<file path="config.mk">
export PLATFORM = sky130hd
export DESIGN_NAME = fp16_align_sequencer
export DESIGN_NICKNAME = d
export VERILOG_FILES = /design/src/rtl/fp16_pkg.sv /design/src/rtl/fp16_exp_compare.sv /design/src/rtl/fp16_align_sequencer.sv
export SDC_FILE = /design/constraint.sdc
export NUM_CORES = 1
export LEC_CHECK = 0
export CELL_PAD_IN_SITES_DETAIL_PLACEMENT = 1
export CELL_PAD_IN_SITES_GLOBAL_PLACEMENT = 1
export CORE_UTILIZATION = 40
export DETAILED_ROUTE_END_ITERATION = 16
export PLACE_DENSITY_LB_ADDON = 0.25
export RECOVER_POWER = 50
export SYNTH_ARGS = -nofsm -noshare
export SYNTH_HDL_FRONTEND = slang
export SYNTH_SLANG_ARGS = --single-unit
</file>
<file path="constraint.sdc">
create_clock -name clk -period 3.85 [get_ports clk]
set_input_delay 0.77 -clock clk [delete_from_list [all_inputs] [get_ports clk]]
set_output_delay 0.77 -clock clk [all_outputs]
set_load 0.1 [all_outputs]
</file>
<file path="src/rtl/fp16_pkg.sv">
// rtl/fp16_pkg.sv - shared widths, constants and FSM states for the fp16 aligner
package fp16_pkg;

  localparam int EXP_W  = 5;
  localparam int FRAC_W = 10;
  localparam int ALN_W  = FRAC_W + 4;

  localparam logic [EXP_W-1:0] EXP_SPECIAL = {EXP_W{1'b1}};

  typedef enum logic [1:0] {
    ST_IDLE,
    ST_CMP,
    ST_SHIFT,
    ST_DONE
  } state_t;

endpackage

</file>
<file path="src/rtl/fp16_exp_compare.sv">
// rtl/fp16_exp_compare.sv - effective exponent magnitude difference and swap flag
module fp16_exp_compare #(
  parameter int EXP_W = fp16_pkg::EXP_W
) (
  input  logic [EXP_W-1:0] ea_eff,
  input  logic [EXP_W-1:0] eb_eff,
  output logic [EXP_W-1:0] diff,
  output logic             swap
);

  // Ties keep A as the larger operand, so swap needs a strict compare.
  always_comb begin
    swap = (eb_eff > ea_eff);
    diff = swap ? (eb_eff - ea_eff) : (ea_eff - eb_eff);
  end

endmodule

</file>
<file path="src/rtl/fp16_align_sequencer.sv">
// rtl/fp16_align_sequencer.sv - sequential exponent compare and mantissa alignment of two fp16 operands
module fp16_align_sequencer #(
  parameter int EXP_W  = fp16_pkg::EXP_W,
  parameter int FRAC_W = fp16_pkg::FRAC_W,
  parameter int ALN_W  = FRAC_W + 4
) (
  input  logic             clk,
  input  logic             rst_n,
  input  logic             in_valid,
  output logic             in_ready,
  input  logic [15:0]      in_a,
  input  logic [15:0]      in_b,
  output logic             out_valid,
  input  logic             out_ready,
  output logic [EXP_W-1:0] out_exp,
  output logic [ALN_W-1:0] out_man_big,
  output logic [ALN_W-1:0] out_man_small,
  output logic             out_sign_big,
  output logic             out_sign_small,
  output logic             out_swap,
  output logic             out_special
);
  import fp16_pkg::*;

  localparam int K_W    = $clog2(ALN_W + 1);
  localparam int SIGN_B = EXP_W + FRAC_W;

  state_t state, state_n;

  logic [15:0]      a_q, b_q;
  logic [K_W-1:0]   k_q, k_c;
  logic             sa, sb;
  logic [EXP_W-1:0] ea_raw, eb_raw, ea_eff, eb_eff, diff;
  logic [ALN_W-1:0] man_a, man_b, man_shift;
  logic             swap_c, special_c;

  // Operand decode; denormals use effective exponent 1 with no hidden bit.
  always_comb begin
    sa        = a_q[SIGN_B];
    sb        = b_q[SIGN_B];
    ea_raw    = a_q[SIGN_B-1:FRAC_W];
    eb_raw    = b_q[SIGN_B-1:FRAC_W];
    ea_eff    = (ea_raw == '0) ? EXP_W'(1) : ea_raw;
    eb_eff    = (eb_raw == '0) ? EXP_W'(1) : eb_raw;
    man_a     = {(ea_raw != '0), a_q[FRAC_W-1:0], 3'b000};
    man_b     = {(eb_raw != '0), b_q[FRAC_W-1:0], 3'b000};
    special_c = (ea_raw == EXP_SPECIAL) || (eb_raw == EXP_SPECIAL);
    k_c       = (int'(diff) > ALN_W) ? K_W'(ALN_W) : K_W'(diff);
    man_shift = {1'b0, out_man_small[ALN_W-1:2], out_man_small[1] | out_man_small[0]};
  end

  fp16_exp_compare #(
    .EXP_W (EXP_W)
  ) u_exp_compare (
    .ea_eff (ea_eff),
    .eb_eff (eb_eff),
    .diff   (diff),
    .swap   (swap_c)
  );

  always_ff @(posedge clk or negedge rst_n) begin
    if (!rst_n) begin
      state <= ST_IDLE;
    end else begin
      state <= state_n;
    end
  end

  always_comb begin
    state_n   = state;
    in_ready  = 1'b0;
    out_valid = 1'b0;
    case (state)
      ST_IDLE: begin
        in_ready = 1'b1;
        if (in_valid) state_n = ST_CMP;
      end
      ST_CMP: begin
        if (special_c || (k_c == '0)) state_n = ST_DONE;
        else                          state_n = ST_SHIFT;
      end
      ST_SHIFT: begin
        if (k_q == K_W'(1)) state_n = ST_DONE;
      end
      ST_DONE: begin
        out_valid = 1'b1;
        if (out_ready) state_n = ST_IDLE;
      end
      default: state_n = ST_IDLE;
    endcase
  end

  // Result registers only move in CMP and SHIFT, so they stay frozen through DONE.
  always_ff @(posedge clk or negedge rst_n) begin
    if (!rst_n) begin
      a_q            <= '0;
      b_q            <= '0;
      k_q            <= '0;
      out_exp        <= '0;
      out_man_big    <= '0;
      out_man_small  <= '0;
      out_sign_big   <= 1'b0;
      out_sign_small <= 1'b0;
      out_swap       <= 1'b0;
      out_special    <= 1'b0;
    end else begin
      case (state)
        ST_IDLE: begin
          if (in_valid) begin
            a_q <= in_a;
            b_q <= in_b;
          end
        end
        ST_CMP: begin
          k_q            <= k_c;
          out_swap       <= swap_c;
          out_special    <= special_c;
          out_exp        <= swap_c ? eb_raw : ea_raw;
          out_man_big    <= swap_c ? man_b : man_a;
          out_man_small  <= swap_c ? man_a : man_b;
          out_sign_big   <= swap_c ? sb : sa;
          out_sign_small <= swap_c ? sa : sb;
        end
        ST_SHIFT: begin
          out_man_small <= man_shift;
          k_q           <= k_q - K_W'(1);
        end
        default: ;
      endcase
    end
  end

endmodule

</file>
==> metrics.md <==
| Metric | Value |
|---|---|
| Clk sinks | slightly above 70 |
| Post-synth EDFFs | 0 |
| Relative slew slack | -0.246 |
| Post-synthesis register bit count | between 70 and 80 |
| Reg2reg path depth | 11 |
| Netlist cell types | 52 |
| Final setup vio count | 0 |
| DR vias | roughly 3000 |
| Slew Viols, Final | 106 |
| Core Util, Final | 0.517 |
| Ys flop type | dfrtp_1 |
| Antenna violations before repair | 0 |
| WP data required | roughly 4000 ps |
| Initial DRT Pass Iterations | 4 |
| Layout area overhead | 23.8% |
| Syn Area/Cell | around 10 um^2 |
| R2r setup slk | between 500 and 600 ps |
| Root buf cell | clkbuf_8 |
| Most common cell after layout, fill and taps aside | dfrtp_1 |
| Post-synthesis cell area | about 0.0039 mm^2 |
| Largest net degree at the start of global routing | 73 |
| Average wire per standard cell | roughly 17 um |
| Chip width | between 100 and 150 um |
| Die area | ~0.010 mm^2 |
| CTS tree | built |
| Gate Count Post-Synth | between 300 and 400 |
| Most frequent cells in the layout | 72 x dfrtp_1, 69 x clkdlybuf4s50_1, 36 x mux2_2 |
| Clk_skew | 11.7 ps |
| Final WL | approximately 9600 um |
| RSZ-0062 raised after global routing | no |
| Worst-path clk slew | roughly 80 ps |
| Critical Path Source | b_q[11] |
| Inserted Clock Buffers | 9 |
| CTS-repair resized insts | 0 |
| First-pass GRT wire length | 15900 um |
| DR DRC count | 0 |
| F_max | just over 0.3 GHz |
| Post CTS Setup Buffer Count | 0 |
| Worst setup path endpoint | state[0] |
| CP Launch Type | flip-flop |
| IO Port Bufs | between 70 and 80 |
| Total grt overflow | 0 |
| Share of cells above drive strength 1 | 0.145 |
| RePlAce Congestion | about 0.86 |
| Num rows | 35 |
| Ant. Diodes | 0 |
| Crit Path Class | flip-flop to flip-flop |
| CP Capture Type | flip-flop |
| Antenna-violating nets left | 0 |
| Die Ht | approximately 100 um |
| Final number of hold-violating endpoints | 0 |
| Synthesis warning total | 0 |
| H-tree depth | 3 |
| Min-delay worst type | flip-flop to flip-flop |
| Core ar. | approximately 0.0094 mm^2 |
| Nets | a little under 500 |
| Outcome | finished with violations |
| Max Cap Viol | 2 |
| Setup TNS | 0 ps |
| Starting Density | 0.417 |
| Sequential element share of the synthesized area | 0.461 |
| Failing checks | capacitance limit, slew limit |
| Via density | around 5 |
| Longest Clk Path Bufs | 2 |
| Asr flop ratio synth | 1.00 |
| CP arrival | between 3000 and 4000 ps |
| Number of global-route vias before repair | 3134 |
| Post-detail-place hpwl | between 6000 and 7000 um |
| Final period utilization | 0.848 |
| Fin crit period | 3260 ps |
| Hold Buf Count CTS | 0 |
| Clock Latency Late Sink | about 350 ps |
| Iteration-0 DRC Markers | 63 |
| CP max FO | 52 |
| Gr usage total | 0.206 |
| RR Startpoint | b_q[11] |
| Slew @ Worst Pin | about 1900 ps |
| Num ports | between 70 and 80 |
| R2R Path End | state[0] |
==> registers in the layout, indices dropped and copies added (netlist names) <==
signal / flops
out_swap: 1
state: 2
k_q: 4
out_man_big: 11
a_q: 16
out_exp: 5
out_sign_small: 1
out_special: 1
out_sign_big: 1
b_q: 16
out_man_small: 14
==> synthesized netlist by cell type, types with 2 or more instances <==
master / number / area (um^2)
or4_1: 2 / 15.0
nand2b_1: 3 / 18.8
ha_1: 15 / 188
nor3b_1: 2 / 15.0
buf_6: 5 / 56.3
a21oi_1: 32 / 160
o21a_1: 2 / 15.0
fa_1: 2 / 40.0
nor2_1: 33 / 124
xnor2_1: 5 / 43.8
mux2_2: 36 / 405
or2_2: 2 / 12.5
nand2_1: 7 / 26.3
buf_1: 5 / 18.8
buf_4: 5 / 37.5
clkbuf_1: 16 / 60.1
mux2i_1: 14 / 140
a211oi_1: 11 / 82.6
inv_1: 30 / 113
o21ai_0: 20 / 100
o21ai_1: 2 / 10.0
o22ai_1: 14 / 87.6
dfrtp_1: 72 / 1800
nand3_1: 6 / 30.0
a31oi_1: 2 / 12.5
nor2b_1: 11 / 68.8
==> stage by stage <==
step           worst slack, ps  instances  hold slack [ps]  cell area (um^2)
3_5_place_dp               574        553              488              4630
2_1_floorplan             1120        382              474              3920
5_1_grt                    328        569              537              4840
6_report                   585        569              498              4840
3_3_place_gp               766        553              481              4630
4_1_cts                    570        569              506              4850
==> metal layers <==
| layer | GRT usage | vias up | part of all wire |
|---|---|---|---|
| li1 | - | 1417 | - |
| met1 | 0.285 | 1431 | 0.50 |
| met2 | 0.324 | 63 | 0.46 |
| met3 | 0.0444 | 8 | 0.037 |
| met4 | 0.0624 | 0 | 0.011 |
| met5 | 0 | - | 0 |
==> critical path, cell delays in order (launching register included) <==
cell       delay [ps]
dfrtp_1           480
or4_1             520
nor2_1            150
or2_2             150
inv_1              40
ha_1              210
nand2b_1          160
a21oi_2           150
o22a_4            560
nor3b_1           380
o2111ai_1         190
a31oi_1           180
==> logic make-up (layout without fill, tap and decap cells) <==
logic type / after synthesis / count (layout) / synth area share
buffers and inverters: 62 / 120 / 0.0742
AO/OA/AOI/OAI: 96 / 96 / 0.153
AND/OR/NAND/NOR: 75 / 75 / 0.0979
adder cells (fa/ha/maj): 17 / 17 / 0.0582
multiplexers: 51 / 51 / 0.142
flip-flops: 72 / 72 / 0.461
other: 1 / 3 / 0.000958
XOR/XNOR: 6 / 6 / 0.0134
==> worst min-delay path by stage <==
| stage | start | to | slack, ps | depth (start not counted) |
|---|---|---|---|---|
| 2_1_floorplan | rst_n | a_q[0] | 470 | 0 |
| 3_3_place_gp | out_man_small[0] | out_man_small[0] | 480 | 2 |
| 3_5_place_dp | out_man_small[0] | out_man_small[0] | 490 | 2 |
| 4_1_cts | out_man_small[0] | out_man_small[0] | 510 | 2 |
| 5_1_grt | out_man_small[0] | out_man_small[0] | 540 | 2 |
| 6_report | out_man_small[0] | out_man_small[0] | 500 | 2 |
==> final cells by class <==
| class | count | area, um^2 |
|---|---|---|
| repair buffers | 74 | 722 |
| fillers | 1059 | 4530 |
| inverters | 30 | 113 |
| well taps | 129 | 161 |
| clock buffers | 10 | 128 |
| flip-flops and latches | 72 | 1800 |
| multi-input cells | 248 | 1830 |
| clock inverters | 6 | 91.3 |
Power is not shown: default switching activity piles up to over one toggle a cycle in this logic, so the estimate is an artifact.
